$ cat config.mk
export PLATFORM = sky130hd
export DESIGN_NAME = pipe_hazard_ctrl
export DESIGN_NICKNAME = d
export VERILOG_FILES = /design/src/rtl/arm_pipe_pkg.sv /design/src/rtl/pipe_hazard_ctrl_sat_counter.sv /design/src/rtl/pipe_hazard_ctrl.sv
export SDC_FILE = /design/constraint.sdc
export NUM_CORES = 1
export LEC_CHECK = 0
export ABC_AREA = 1
export CAP_MARGIN = 20
export CELL_PAD_IN_SITES_DETAIL_PLACEMENT = 0
export CELL_PAD_IN_SITES_GLOBAL_PLACEMENT = 1
export CORE_ASPECT_RATIO = 1.2
export CORE_MARGIN = 8
export CORE_UTILIZATION = 35
export CTS_CLUSTER_SIZE = 16
export DETAILED_ROUTE_END_ITERATION = 8
export PLACE_DENSITY = 0.93
export SLEW_MARGIN = 20
export SYNTH_ARGS = -nofsm -noshare
export SYNTH_HDL_FRONTEND = slang
export SYNTH_SLANG_ARGS = --single-unit
export TNS_END_PERCENT = 10
$ cat constraint.sdc
create_clock -name clk -period 3.05 [get_ports clk]
set_input_delay 0.61 -clock clk [delete_from_list [all_inputs] [get_ports clk]]
set_output_delay 0.61 -clock clk [all_outputs]
set_load 0.03 [all_outputs]
$ cat src/rtl/arm_pipe_pkg.sv
// Shared types and constants for the ARM-style pipeline hazard control.
// Holds the memory-wait FSM encoding and the ALU operand forward selects.
package arm_pipe_pkg;

  typedef enum logic {
    RUN     = 1'b0,
    MEMWAIT = 1'b1
  } hzState_e;

  localparam logic [1:0] FWD_RF  = 2'b00;
  localparam logic [1:0] FWD_WB  = 2'b01;
  localparam logic [1:0] FWD_MEM = 2'b10;

  localparam logic [3:0] REG_PC = 4'hF;

  // R15 is never forwarded: its read value comes from the PC path, not the ALU result.
  function automatic logic [1:0] fwdSelect(
    input logic [3:0] srcReg,
    input logic       regWriteM,
    input logic [3:0] wa3M,
    input logic       regWriteW,
    input logic [3:0] wa3W
  );
    if (srcReg == REG_PC) begin
      return FWD_RF;
    end
    if (regWriteM && (srcReg == wa3M)) begin
      return FWD_MEM;
    end
    if (regWriteW && (srcReg == wa3W)) begin
      return FWD_WB;
    end
    return FWD_RF;
  endfunction

endpackage

$ cat src/rtl/pipe_hazard_ctrl_sat_counter.sv
// Saturating up-counter with synchronous clear and asynchronous reset.
// Clear wins over increment; the count sticks at all-ones instead of wrapping.
module sat_counter #(
  parameter int CNT_W = 16
) (
  input  logic             clk,
  input  logic             reset,
  input  logic             inc,
  input  logic             clr,
  output logic [CNT_W-1:0] cnt
);

  localparam logic [CNT_W-1:0] CNT_MAX = '1;

  function automatic logic [CNT_W-1:0] satInc(input logic [CNT_W-1:0] val);
    return (val == CNT_MAX) ? val : val + CNT_W'(1);
  endfunction

  always_ff @(posedge clk or posedge reset) begin
    if (reset) begin
      cnt <= '0;
    end else if (clr) begin
      cnt <= '0;
    end else if (inc) begin
      cnt <= satInc(cnt);
    end
  end

endmodule

$ cat src/rtl/pipe_hazard_ctrl.sv
// Hazard unit for a 5-stage ARM-style pipeline: forwarding, load-use and PC-write
// stalls, branch flushes, a data-memory wait FSM with timeout, and perf counters.
module pipe_hazard_ctrl
  import arm_pipe_pkg::*;
#(
  parameter int CNT_W       = 16,
  parameter int MEM_TIMEOUT = 255
) (
  input  logic             clk,
  input  logic             reset,
  input  logic [3:0]       RA1D,
  input  logic [3:0]       RA2D,
  input  logic [3:0]       RA1E,
  input  logic [3:0]       RA2E,
  input  logic [3:0]       WA3E,
  input  logic [3:0]       WA3M,
  input  logic [3:0]       WA3W,
  input  logic             RegWriteM,
  input  logic             RegWriteW,
  input  logic             MemtoRegE,
  input  logic             PCSrcD,
  input  logic             PCSrcE,
  input  logic             PCSrcM,
  input  logic             PCSrcW,
  input  logic             BranchTakenE,
  input  logic             MemReqM,
  input  logic             MemAckM,
  input  logic             cnt_clr,
  output logic [1:0]       ForwardAE,
  output logic [1:0]       ForwardBE,
  output logic             StallF,
  output logic             StallD,
  output logic             StallE,
  output logic             StallM,
  output logic             FlushD,
  output logic             FlushE,
  output logic             FlushW,
  output logic             mem_timeout,
  output logic [CNT_W-1:0] stall_cnt,
  output logic [CNT_W-1:0] flush_cnt
);

  localparam int TMO_W = (MEM_TIMEOUT < 2) ? 1 : $clog2(MEM_TIMEOUT + 1);
  localparam logic [TMO_W:0] TMO_LAST = (TMO_W + 1)'(MEM_TIMEOUT);

  hzState_e         state;
  hzState_e         stateNxt;
  logic [TMO_W-1:0] tmoCnt;
  logic [TMO_W:0]   tmoNext;
  logic             tmoHit;
  logic             tmoFire;
  logic             ldrStall;
  logic             pcWrPend;
  logic             memStall;

  assign ldrStall = MemtoRegE && ((WA3E == RA1D) || (WA3E == RA2D));
  assign pcWrPend = PCSrcD || PCSrcE || PCSrcM;
  // Combinational so the pipeline freezes in the very cycle the request misses.
  assign memStall = MemReqM && !MemAckM && !mem_timeout;

  assign tmoNext = {1'b0, tmoCnt} + (TMO_W + 1)'(1);
  assign tmoHit  = (tmoNext >= TMO_LAST);
  assign tmoFire = (state == MEMWAIT) && !MemAckM && tmoHit;

  always_ff @(posedge clk or posedge reset) begin
    if (reset) begin
      state <= RUN;
    end else begin
      state <= stateNxt;
    end
  end

  // Counter sits at zero throughout RUN, so every MEMWAIT entry starts from a clean count.
  always_ff @(posedge clk or posedge reset) begin
    if (reset) begin
      tmoCnt      <= '0;
      mem_timeout <= 1'b0;
    end else begin
      if (state == RUN) begin
        tmoCnt <= '0;
      end else begin
        tmoCnt <= tmoNext[TMO_W-1:0];
      end
      if (tmoFire) begin
        mem_timeout <= 1'b1;
      end
    end
  end

  always_comb begin
    stateNxt = state;
    case (state)
      RUN: begin
        if (memStall) begin
          stateNxt = MEMWAIT;
        end
      end
      MEMWAIT: begin
        if (MemAckM || tmoHit) begin
          stateNxt = RUN;
        end
      end
      default: stateNxt = RUN;
    endcase
  end

  // A memory stall freezes everything up to M and parks branch/PC flushes until release.
  always_comb begin
    ForwardAE = fwdSelect(RA1E, RegWriteM, WA3M, RegWriteW, WA3W);
    ForwardBE = fwdSelect(RA2E, RegWriteM, WA3M, RegWriteW, WA3W);
    StallF    = ldrStall || pcWrPend || memStall;
    StallD    = ldrStall || memStall;
    StallE    = memStall;
    StallM    = memStall;
    FlushD    = !memStall && (pcWrPend || PCSrcW || BranchTakenE);
    FlushE    = !memStall && (ldrStall || BranchTakenE);
    FlushW    = memStall;
    if (reset) begin
      ForwardAE = FWD_RF;
      ForwardBE = FWD_RF;
      StallF    = 1'b0;
      StallD    = 1'b0;
      StallE    = 1'b0;
      StallM    = 1'b0;
      FlushD    = 1'b1;
      FlushE    = 1'b1;
      FlushW    = 1'b1;
    end
  end

  sat_counter #(.CNT_W(CNT_W)) uStallCnt (
    .clk   (clk),
    .reset (reset),
    .inc   (StallF),
    .clr   (cnt_clr),
    .cnt   (stall_cnt)
  );

  sat_counter #(.CNT_W(CNT_W)) uFlushCnt (
    .clk   (clk),
    .reset (reset),
    .inc   (FlushE),
    .clr   (cnt_clr),
    .cnt   (flush_cnt)
  );

endmodule

==> reports/qor.yml, run 1 <==
portBuffers: 84
grt_first_pass_wirelength_um: 14180
period_needed_ns: 2.975
clock-sinks: 42
drv_slew: 0
grt_start_max_net_pins: 26
cts-root-buf: "clkbuf_8"
cts_buffer_depth: 2
yosysTopAreaCell: "dfrtp_1"
synth-edff-count: 0
critPathSlowestCell: "clkdlybuf4s50_1"
synth.distinct_cells: 39
startpoint_type: "input pin"
cp.arrival_ns: 2.36
end_kind: "output pin"
yosysMostFrequentCell: "nand2_1"
drt_iter0_drc: 84
cts_hold_buf: 0
rsz0062_at_grt: "false"
p_leak_nw: 2.007
async_flop_share: 1.000
start_util: 0.3559
drc: 0
synth-seq-cells: 42
yosys-top-cells-area: "dfrtp_1 (33%), nand2_1 (14%), nor2_1 (7.7%)"
post_cts_buffers: 0
firstDrtPassIters: 4
drv_cap: 0
synth_seq_area_share: 0.3286
status: "complete, no violations"
area_growth_pct: 33.84
detail_route.vias_per_cell: 4.747
finClkSkew_ns: 0.01043
crit_type: "input pin to output pin"
grt_pass1_vias: 2991
grt_antenna_before_repair: 0
cp_max_fo: 3
yosysWarningCount: 0
postRouteAntennaNets: 0
dp_hpwl_um: 6558
period_share: 0.9753
drive_gt1_frac: 0.1029
power_density_mw_per_mm2: 313.6
grt.total_usage: 0.1385
die_w_um: 103.3
vias: 3152
synth_area_mm2: 0.003198
path_cells: "clkdlybuf4s50_1 -> xor2_1 -> nor4_1 -> and3_1 -> clkdlybuf4s50_1"
setup_viol: 0
place_area_mm2: 0.004135
cp_num_buf_inv: 2
relSlewSlack: 0.6043
synth_area_per_cell_um2: 6.983
cp_top_family: "buffers and inverters"
netlist.area_leader.share: 0.3286
ir_drop_uv: 159.2
fp.dieH_um: 120.7
cts_made_buffers: 5
synth_commonest_cells: "nand2_1 (121), nor2_1 (66), inv_1 (53)"
antennaDiodeCount: 0
post_cts_resized: 0
fin_tns_setup_ns: 0
die_area_mm2: 0.01246
fmax_mhz: 336.2
rows: 38
routed_wl_um: 8457
required_ns: 2.44
syn_inst: 458
hp-class: "register to register"
fin_nets: 588
htree_levels: 2
gp_congestion: 0.8444
core_area_mm2: 0.008986
wl_per_cell_um: 12.74
slowest_delay_ns: 0.67
finalInstanceArea_mm2: 0.004280
ios: 85
worst_slew_pin_slew_ns: 0.5929
syn_nets: 503
grt-ovfl-total: 0
tritoncts: "done"
crit_path_frequent_cell: "clkdlybuf4s50_1"
synth-main-ff-cell: "dfrtp_1"
clkTransAtPathRegs_ns: 0.09
hold_viol: 0
clk-insertion-delay-late_ns: 0.29
tightest hold or removal path: cells and delay by family (launching register included):
kind / cells / cell delay (ns)
AND/OR/NAND/NOR: 1 / 0.06
buffers and inverters: 1 / 0.06
flip-flops: 1 / 0.37
metrics by stage:
stage,hold WS (ns),power (mW),worst slack [ns],cells,utilization
6_report,0.5040,1.342,0.07533,664,0.4763
5_1_grt,0.5454,1.405,0.02279,664,0.4763
4_1_cts,0.5142,1.363,0.04085,664,0.4761
3_5_place_dp,0.4929,0.8079,0.04032,656,0.4602
3_3_place_gp,0.4894,0.8046,0.07069,656,0.4602
2_1_floorplan,0.4744,0.6995,0.04252,458,-
cells by family (layout without fill, tap and decap cells):
group | count (synthesis) | in the layout | synth area share
AND/OR/NAND/NOR | 293 | 293 | 0.4347
flip-flops | 42 | 42 | 0.3286
XOR/XNOR | 34 | 34 | 0.09312
buffers and inverters | 67 | 153 | 0.09272
adder cells (fa/ha/maj) | 4 | 4 | 0.01565
AO/OA/AOI/OAI | 18 | 18 | 0.03521
path summary, 6_finish.rpt:
path | startpoint | endpoint | slack [ns] | cells past startpoint
max in group asynchronous | reset | uStallCnt.cnt[3] | 2.05 | 3
hold reg to reg | mem_timeout | mem_timeout | 0.50 | 2
hold / removal | mem_timeout | mem_timeout | 0.50 | 2
setup reg to reg | uStallCnt.cnt[0] | uStallCnt.cnt[1] | 1.14 | 9
setup / recovery | RA1E[2] | ForwardAE[0] | 0.08 | 5
min in group asynchronous | reset | state | 0.76 | 3
layout make-up:
type,count,area [um2]
fillers,889,4706
multi-input cells,349,1851
flip-flops and latches,42,1051
repair buffers,89,875.8
inverters,56,210.2
well taps,120,150.1
clock buffers,6,82.58
clock inverters,2,60.06
state kept, by name, indices dropped and copies added (netlist names):
| name | count |
|---|---|
| mem_timeout | 1 |
| uStallCnt.cnt | 16 |
| tmoCnt | 8 |
| uFlushCnt.cnt | 16 |
| state | 1 |
cells in the final DEF, fill, tap and decap left out, drive strengths merged, types with 2 or more instances in the layout:
| cell | count |
|---|---|
| a211oi | 3 |
| a21oi | 2 |
| a221oi | 2 |
| and3 | 2 |
| buf | 12 |
| bufinv | 2 |
| clkbuf | 6 |
| clkdlybuf4s50 | 76 |
| clkinv | 2 |
| dfrtp | 42 |
| ha | 4 |
| inv | 54 |
| nand2 | 141 |
| nand3 | 48 |
| nand4 | 17 |
| nor2 | 70 |
| nor3 | 9 |
| nor4 | 3 |
| o21ai | 5 |
| o22ai | 6 |
| or2 | 2 |
| xnor2 | 8 |
| xor2 | 26 |
routing by layer:
layer  global-route usage  up-vias  part of all wire
li1                     -     1619                 -
met1               0.1709     1471              0.44
met2               0.2429       53              0.51
met3              0.02300        9             0.030
met4              0.03083        0             0.012
met5                    0        -                 0
power by group:
part / internal, mW / leakage (nW) / total (mW) / switching, mW
combinational: 0.0986 / 1.36 / 0.219 / 0.120
clock: 0.349 / 0.0714 / 0.548 / 0.199
sequential: 0.564 / 0.578 / 0.575 / 0.0116
(Power assumes the default switching activity.)
==> run 2, diff against run 1 <==
Settings changed: CELL_PAD_IN_SITES_DETAIL_PLACEMENT 0 to unset, CELL_PAD_IN_SITES_GLOBAL_PLACEMENT 1 to unset, CORE_UTILIZATION 35 to 40, PLACE_DENSITY 0.93 to 0.79.
==> reports/qor.yml, run 2 (synthesis results as in run 1) <==
core_area_mm2: 0.007707
required_ns: 2.44
power_density_mw_per_mm2: 276.3
finClkSkew_ns: 0.006379
cts_hold_buf: 0
post_cts_buffers: 0
end_kind: "output pin"
grt_pass1_vias: 3197
cp_num_cells: 5
rows: 35
portBuffers: 84
cp_num_buf_inv: 2
cp_top_family: "buffers and inverters"
fin_tns_setup_ns: 0
cts-root-buf: "clkbuf_8"
period_needed_ns: 2.993
crit_path_frequent_cell: "clkdlybuf4s50_1"
drive_gt1_frac: 0.09963
crit_type: "input pin to output pin"
tritoncts: "done"
whs_ns: 0.5112
ios: 85
cp.arrival_ns: 2.38
vias: 3213
area_growth_pct: 30.87
fp.dieH_um: 114.0
hp-class: "register to register"
fin_nets: 588
min_delay_path_depth: 2
firstDrtPassIters: 4
detail_route.vias_per_cell: 5.068
place_ws_ns: 0.02765
reg2reg_depth: 9
fin_total_pwr_mw: 1.157
fmax_mhz: 334.1
slowest_delay_ns: 0.67
dp_cells: 628
finalWorstSetupSlack_ns: 0.05692
period_share: 0.9813
startpoint_type: "input pin"
die_area_mm2: 0.01112
p_leak_nw: 1.979
critPathSlowestCell: "clkdlybuf4s50_1"
setup_viol: 0
postRouteAntennaNets: 0
clkTransAtPathRegs_ns: 0.08
cts_made_buffers: 5
drv_slew: 0
clock-sinks: 42
grt_antenna_before_repair: 0
relSlewSlack: 0.6277
dp_hpwl_um: 6769
routed_wl_um: 8680
cts_buffer_depth: 2
path_cells: "clkdlybuf4s50_1 -> xor2_1 -> nor4_1 -> and3_1 -> clkdlybuf4s50_1"
drc: 0
drt_iter0_drc: 84
status: "complete, no violations"
hold_viol: 0
gp_congestion: 0.9192
fin_cells: 634
ir_drop_uv: 187.1
antennaDiodeCount: 0
grt.total_usage: 0.1549
grt_first_pass_wirelength_um: 14680
die_w_um: 97.63
cp_max_fo: 3
grt_start_max_net_pins: 26
start_util: 0.4149
wl_per_cell_um: 13.69
grt-ovfl-total: 0
reg.largest.list: "uFlushCnt.cnt: 16 flops, uStallCnt.cnt: 16 flops, tmoCnt: 8 flops"
worst_slew_pin_slew_ns: 0.5579
mostFrequentLayoutCells: "nand2_1 (121), clkdlybuf4s50_1 (76), nor2_1 (66)"
rsz0062_at_grt: "false"
htree_levels: 2
drv_cap: 0
clk-insertion-delay-late_ns: 0.30
layout_commonest_cell: "nand2_1"
==> run 2: cell types whose count changed in the layout (fill, tap and decap cells not counted) <==
cell	before	now
bufinv_16	2	0
==> run 2: path summary, 6_finish.rpt <==
check	from	endpoint	slack, ns
setup / recovery	RA1E[2]	ForwardAE[0]	0.06
hold / removal	mem_timeout	mem_timeout	0.51
setup reg to reg	uStallCnt.cnt[0]	uStallCnt.cnt[7]	1.11
hold reg to reg	mem_timeout	mem_timeout	0.51
max in group asynchronous	reset	uStallCnt.cnt[14]	2.06
min in group asynchronous	reset	uFlushCnt.cnt[12]	0.73
==> run 2: worst register-to-register path: cells and delay by family, from the launching register on <==
family | cells | cell delay [ns]
AND/OR/NAND/NOR | 8 | 1.24
flip-flops | 1 | 0.43
adder cells (fa/ha/maj) | 1 | 0.21
==> run 2: power breakdown <==
| group | switching [mW] | leakage (nW) | internal, mW | total (mW) |
|---|---|---|---|---|
| Clock | 0.186 | 0.0431 | 0.175 | 0.360 |
| Combinational | 0.122 | 1.36 | 0.0979 | 0.220 |
| Sequential | 0.0122 | 0.578 | 0.564 | 0.576 |
==> run 2: final cells by class <==
cell class                 count  area (um2)
inverter                      56       210.2
multi-input combinational    349        1851
timing repair buffer          89       875.8
clock buffer                   6       82.58
fill                         757        3522
sequential                    42        1051
tap                           92       115.1
==> run 2: metal layers <==
layer	vias up	track usage	routed length, um
met4	0	0.04656	164
li1	1622	-	-
met3	17	0.03567	346
met5	-	0	0
met1	1517	0.1618	3467
met2	57	0.2977	4701
==> run 2: what timing repair did <==
item	CTS	global route
gates resized for setup	0	1
setup endpoints to repair	0	1
hold endpoints to repair	0	0
==> run 2: through the flow <==
stage | area [um2] | utilization
global placement | 4100 | 0.5320
global route | 4185 | 0.5430
finish | 4185 | 0.5430
CTS | 4183 | 0.5427
detailed placement | 4100 | 0.5320
floorplan | 3198 | -
